===== config.mk =====
export PLATFORM = sky130hd
export DESIGN_NAME = gtx_link_ctrl
export DESIGN_NICKNAME = d
export VERILOG_FILES = /design/src/rtl/gtx_link_ctrl.sv
export SDC_FILE = /design/constraint.sdc
export NUM_CORES = 1
export LEC_CHECK = 0
export BUFFER_PORTS_ARGS = -buffer_cell sky130_fd_sc_hd__buf_2
export CAP_MARGIN = 40
export CORE_MARGIN = 5
export CORE_UTILIZATION = 46
export DETAILED_ROUTE_END_ITERATION = 8
export GPL_TIMING_DRIVEN = 0
export PLACE_DENSITY = 0.7
export REMOVE_ABC_BUFFERS = 1
export SLEW_MARGIN = 20
export SYNTH_ARGS = -nofsm -noshare
export SYNTH_HDL_FRONTEND = slang
export SYNTH_SLANG_ARGS = --single-unit

===== constraint.sdc =====
create_clock -name clk_i -period 9.9 [get_ports clk_i]
set_clock_uncertainty 0.05 [all_clocks]
set_input_delay 1.98 -clock clk_i [delete_from_list [all_inputs] [get_ports clk_i]]
set_output_delay 1.98 -clock clk_i [all_outputs]
set_load 0.005 [all_outputs]

===== src/rtl/gtx_link_ctrl.sv =====
// GTX 8b/10b link bring-up controller and TX/RX scheduler: reset sequencing, K28.5 training, error-window retrain.
// Optional clock-correction idle insertion is compiled in with `define GTX_LINK_CTRL_CLK_COR_EN.
module gtx_link_ctrl #(
    parameter logic [15:0] IDLE_WORD   = 16'h50BC,
    parameter logic [1:0]  IDLE_CTRL   = 2'b01,
    parameter int          RST_CYC     = 16,
    parameter int          ALIGN_CNT   = 64,
    parameter int          TIMEOUT_CYC = 65536,
    parameter int          ERR_WINDOW  = 1024,
    parameter int          ERR_LIMIT   = 15
`ifdef GTX_LINK_CTRL_CLK_COR_EN
    ,
    parameter int          CC_PERIOD   = 5000
`endif
) (
    input  logic        clk_i,
    input  logic        rst_i,
    input  logic        tx_reset_done_i,
    input  logic        rx_reset_done_i,
    output logic        gt_reset_o,
    input  logic [15:0] rx_data_i,
    input  logic [1:0]  rx_ctrl_i,
    input  logic [1:0]  rx_disp_err_i,
    input  logic [1:0]  rx_not_in_table_i,
    input  logic [15:0] tx_data_i,
    input  logic        tx_valid_i,
    output logic        tx_ready_o,
    output logic [15:0] tx_data_o,
    output logic [1:0]  tx_ctrl_o,
    output logic [15:0] rx_data_o,
    output logic        rx_valid_o,
    output logic        link_up_o,
    output logic [1:0]  state_o,
    output logic [7:0]  retrain_cnt_o
);

    localparam logic [1:0] S_RESET     = 2'd0;
    localparam logic [1:0] S_WAIT_DONE = 2'd1;
    localparam logic [1:0] S_ALIGN     = 2'd2;
    localparam logic [1:0] S_LINK_UP   = 2'd3;

    localparam int RST_W = $clog2(RST_CYC);
    localparam int TMO_W = $clog2(TIMEOUT_CYC);
    localparam int RUN_W = $clog2(ALIGN_CNT);
    localparam int WIN_W = $clog2(ERR_WINDOW);
    localparam int ERR_W = $clog2(ERR_LIMIT);

    function automatic logic [7:0] sat_inc8(input logic [7:0] v);
        return (v == 8'hFF) ? v : v + 8'd1;
    endfunction

    logic [1:0]       state, state_nxt;
    logic [RST_W-1:0] rst_cnt;
    logic [TMO_W-1:0] tmo_cnt;
    logic [RUN_W-1:0] run_cnt;
    logic [WIN_W-1:0] win_cnt;
    logic [ERR_W-1:0] err_cnt, err_cnt_nxt;
    logic [7:0]       retrain_cnt;
    logic             err_evt, idle_ok, rx_ok, tmo_hit, win_wrap;
    logic             retrain, up_stay, accept, cc_slot;

    assign err_evt  = (|rx_disp_err_i) | (|rx_not_in_table_i);
    assign idle_ok  = !err_evt && (rx_data_i == IDLE_WORD) && (rx_ctrl_i == IDLE_CTRL);
    assign rx_ok    = !err_evt && (rx_ctrl_i == 2'b00);
    assign tmo_hit  = (tmo_cnt == TMO_W'(TIMEOUT_CYC - 1));
    assign win_wrap = (win_cnt == WIN_W'(ERR_WINDOW - 1));
    // An error on the wrap cycle opens the new window rather than closing the old one.
    assign err_cnt_nxt = win_wrap ? ERR_W'(err_evt) : err_cnt + ERR_W'(err_evt);

    always_comb begin
        state_nxt = state;
        retrain   = 1'b0;
        case (state)
            S_RESET: begin
                if (rst_cnt == RST_W'(RST_CYC - 1)) state_nxt = S_WAIT_DONE;
            end
            S_WAIT_DONE: begin
                if (tx_reset_done_i && rx_reset_done_i) begin
                    state_nxt = S_ALIGN;
                end else if (tmo_hit) begin
                    state_nxt = S_RESET;
                    retrain   = 1'b1;
                end
            end
            S_ALIGN: begin
                if (idle_ok && run_cnt == RUN_W'(ALIGN_CNT - 1)) begin
                    state_nxt = S_LINK_UP;
                end else if (tmo_hit) begin
                    state_nxt = S_RESET;
                    retrain   = 1'b1;
                end
            end
            default: begin
                if (!tx_reset_done_i || !rx_reset_done_i || err_cnt_nxt == ERR_W'(ERR_LIMIT)) begin
                    state_nxt = S_RESET;
                    retrain   = 1'b1;
                end
            end
        endcase
    end

    assign up_stay = (state == S_LINK_UP) && (state_nxt == S_LINK_UP);

`ifdef GTX_LINK_CTRL_CLK_COR_EN
    localparam int CC_W = $clog2(CC_PERIOD);
    logic [CC_W-1:0] cc_cnt;

    assign cc_slot = (cc_cnt == CC_W'(CC_PERIOD - 1));

    always_ff @(posedge clk_i) begin
        if (rst_i || !up_stay) cc_cnt <= '0;
        else                   cc_cnt <= cc_slot ? '0 : cc_cnt + 1'b1;
    end
`else
    assign cc_slot = 1'b0;
`endif

    assign gt_reset_o    = (state == S_RESET);
    assign link_up_o     = (state == S_LINK_UP);
    assign tx_ready_o    = (state == S_LINK_UP) && !cc_slot;
    assign accept        = tx_valid_i && tx_ready_o;
    assign state_o       = state;
    assign retrain_cnt_o = retrain_cnt;

    // Stage p0 -> p1: state, timers and the registered TX/RX word outputs.
    always_ff @(posedge clk_i) begin
        if (rst_i) begin
            state       <= S_RESET;
            rst_cnt     <= '0;
            tmo_cnt     <= '0;
            run_cnt     <= '0;
            win_cnt     <= '0;
            err_cnt     <= '0;
            retrain_cnt <= '0;
            tx_data_o   <= IDLE_WORD;
            tx_ctrl_o   <= IDLE_CTRL;
            rx_data_o   <= '0;
            rx_valid_o  <= 1'b0;
        end else begin
            state   <= state_nxt;
            rst_cnt <= (state == S_RESET && state_nxt == S_RESET) ? rst_cnt + 1'b1 : '0;
            tmo_cnt <= ((state == S_WAIT_DONE || state == S_ALIGN) && state_nxt == state)
                       ? tmo_cnt + 1'b1 : '0;
            run_cnt <= (state == S_ALIGN && state_nxt == S_ALIGN && idle_ok) ? run_cnt + 1'b1 : '0;
            win_cnt <= (up_stay && !win_wrap) ? win_cnt + 1'b1 : '0;
            err_cnt <= up_stay ? err_cnt_nxt : '0;
            if (retrain) retrain_cnt <= sat_inc8(retrain_cnt);
            tx_data_o  <= accept ? tx_data_i : IDLE_WORD;
            tx_ctrl_o  <= accept ? 2'b00 : IDLE_CTRL;
            if (up_stay && rx_ok) rx_data_o <= rx_data_i;
            rx_valid_o <= up_stay && rx_ok;
        end
    end

endmodule


==> flow_metrics.py <==
metrics = {
    "clocking": {
        "cts_htree_levels": 3,
        "cts_buffer_depth": 2,
        "clk_latency_ps": 350,
        "cts_tree": "done",
        "cts_resized": 0,
        "clock_sinks": 84,
        "hold_buffers": 0,
        "cts_setup_buffers": 0,
        "cts_buffers": 9,
        "root_buffer": "clkbuf_8",
        "clk_pin_slew_ps": 90,
    },
    "run_status": {
        "run_status": "finished, final reports clean",
    },
    "critical_path": {
        "critical_path_buf_inv_count": 1,
        "crit_required_ps": 10100,
        "slowest_delay_ps": 610,
        "crit_top_cell": "ha_1",
        "critPathSlowestCell": "or4_1",
        "reg2reg_setup_slack_ps": 6590,
        "path_delay_family": "simple AND/OR/NAND/NOR gates",
        "worstPathMaxFanout": 8,
        "startpoint_type": "input pin",
        "path_cells": "buf_2 -> or4_1 -> ha_1 -> ha_1 -> nand2_1 -> o211ai_1 -> nand3_1 -> a211oi_1 -> mux2_2",
        "cp-end-kind": "flip-flop",
        "crit_arrival_ps": 4960,
        "crit_type": "input pin to flip-flop",
    },
    "global_routing": {
        "grt_max_degree": 43,
        "grtUsageTotal_pct": 17.49,
        "grt_overflow": 0,
        "grt_pass1_wl_um": 14350,
        "first_global_vias": 3275,
        "grt_antenna_before_repair": 0,
    },
    "sta": {
        "setup_violations": 0,
        "tns_ps": 0,
        "slew_headroom_pct": 50.75,
        "fmax_mhz": 210.3,
        "final_max_slew_viol_count": 0,
        "final-hold-violation-count": 0,
        "holdWs_ps": 434.6,
        "post-route-period-util_pct": 48.04,
        "rsz0062_at_grt": "no",
        "worst_pin_slew_ps": 735.6,
        "period_needed_ps": 4756,
    },
    "floorplanning": {
        "rows": 32,
        "initial_core_util_pct": 47.79,
        "die_h_um": 100.1,
        "die_x_um": 100.1,
        "ios": 91,
        "die_area_sq_um": 10010,
        "coreArea_sq_um": 7807,
    },
    "placed_design": {
        "placed_area_sq_um": 4255,
        "dp_hpwl_um": 6099,
        "place_congestion": 0.8158,
        "io_buffers": 89,
    },
    "final_layout": {
        "final_cell_area_sq_um": 4437,
        "layout_commonest_cell": "buf_2",
        "n_antenna_cell": 0,
        "syn_to_final_growth_pct": 18.91,
        "layout-drive-gt1-share_pct": 25.00,
        "finalNetCount": 557,
        "layout_common_cells": "buf_2, dfxtp_1, nor2_1",
    },
    "synthesis": {
        "ys_types": 48,
        "synth_top_flop_cell": "dfxtp_1",
        "syn_inst": 416,
        "syn_area_per_cell_sq_um": 8.969,
        "synthArstFlopShare_pct": 0,
        "yosys_warnings": 0,
        "synth-seq-area-share_pct": 45.07,
        "synth_edf_count": 0,
        "syn_area_sq_um": 3731,
        "synth-seq-cells": 84,
    },
    "pwr": {
        "vdd.ir_drop.worst_v": 0.00008997,
        "p_leak_nw": 1.778,
        "p_per_area_nw_per_um2": 130.5,
    },
    "min_path": {
        "min_path_type": "flip-flop to flip-flop",
    },
    "routing": {
        "drt_pass1_iterations": 4,
        "ant_nets": 0,
        "avgViaCountPerCell": 5.167,
        "routedWlPerCell_um": 13.46,
        "drtIter0Drc": 123,
        "drt-total-wl_um": 8213,
        "route.detailed.drc": 0,
        "vias": 3152,
    },
    "run": {
        "maxCapViolations": 0,
    },
}
## cell usage after synthesis (10+ instances only)
cell type,count,area [sq um]
and2_1,10,62.56
ha_1,11,137.6
nand3_1,25,125.1
nor3_1,15,75.07
xor2_1,14,122.6
nor2_1,54,202.7
nand2_1,39,146.4
xnor2_1,17,148.9
mux2i_1,17,170.2
nand4_1,11,68.82
dfxtp_1,84,1682
## state kept, by name (all words and copies together), names as in the netlist
name           cells
tx_data_o         16
rst_cnt            4
err_cnt            4
rx_data_o         16
tx_ctrl_o          1
tmo_cnt           16
rx_valid_o         1
run_cnt            6
state_o            2
win_cnt           10
retrain_cnt_o      8
## path summary, 6_finish.rpt
check / depth (start not counted) / end / start
min reg2reg: 1 / tmo_cnt[0] / tmo_cnt[0]
max reg2reg: 9 / rx_data_o[0] / win_cnt[0]
min: 1 / tmo_cnt[0] / tmo_cnt[0]
max: 9 / retrain_cnt_o[5] / rx_not_in_table_i[1]
## through the flow
step                      std cells  total power [mW]  setup WS (ps)  utilization [%]
after floorplan                 400            0.3524           4937                -
after global placement          591            0.3643           4392            54.12
after detailed placement        594            0.3649           4756            54.50
after CTS                       610            0.5890           5142            56.83
after global routing            610            0.6063           4903            56.83
final                           610            0.5789           5144            56.83
## power breakdown
group	internal, mW	total [mW]	switching [mW]	leakage [nW]
Combinational	0.00847	0.0175	0.00906	1.02
Clock	0.0940	0.222	0.128	0.0829
Sequential	0.339	0.339	0.000869	0.677
Total	0.441	0.579	0.138	1.78
## layout make-up
class / instances / area, sq um
clock inverters: 7 / 57.56
well taps: 102 / 127.6
inverters: 8 / 30.03
fillers: 750 / 3371
flip-flops and latches: 84 / 1682
repair buffers: 92 / 469.2
multi-input cells: 308 / 1947
clock buffers: 9 / 123.9
## kinds of logic after synthesis
group	Yosys count	synth area share (%)
flip-flops	84	45.07
multiplexers	23	6.371
AO/OA/AOI/OAI	34	6.439
AND/OR/NAND/NOR	208	28.14
XOR/XNOR	31	7.277
buffers and inverters	24	2.917
other	1	0.1005
adder cells (fa/ha/maj)	11	3.689
## metal layers
layer  vias to the layer above  track usage [%]  part of all wire (%)
li1                       1614                -                     -
met1                      1431            20.05                    44
met2                        97            29.09                    45
met3                        10            7.714                   9.1
met4                         0            6.010                   1.5
met5                         -                0                     0
No activity file was read; power rests on OpenSTA's default activity.
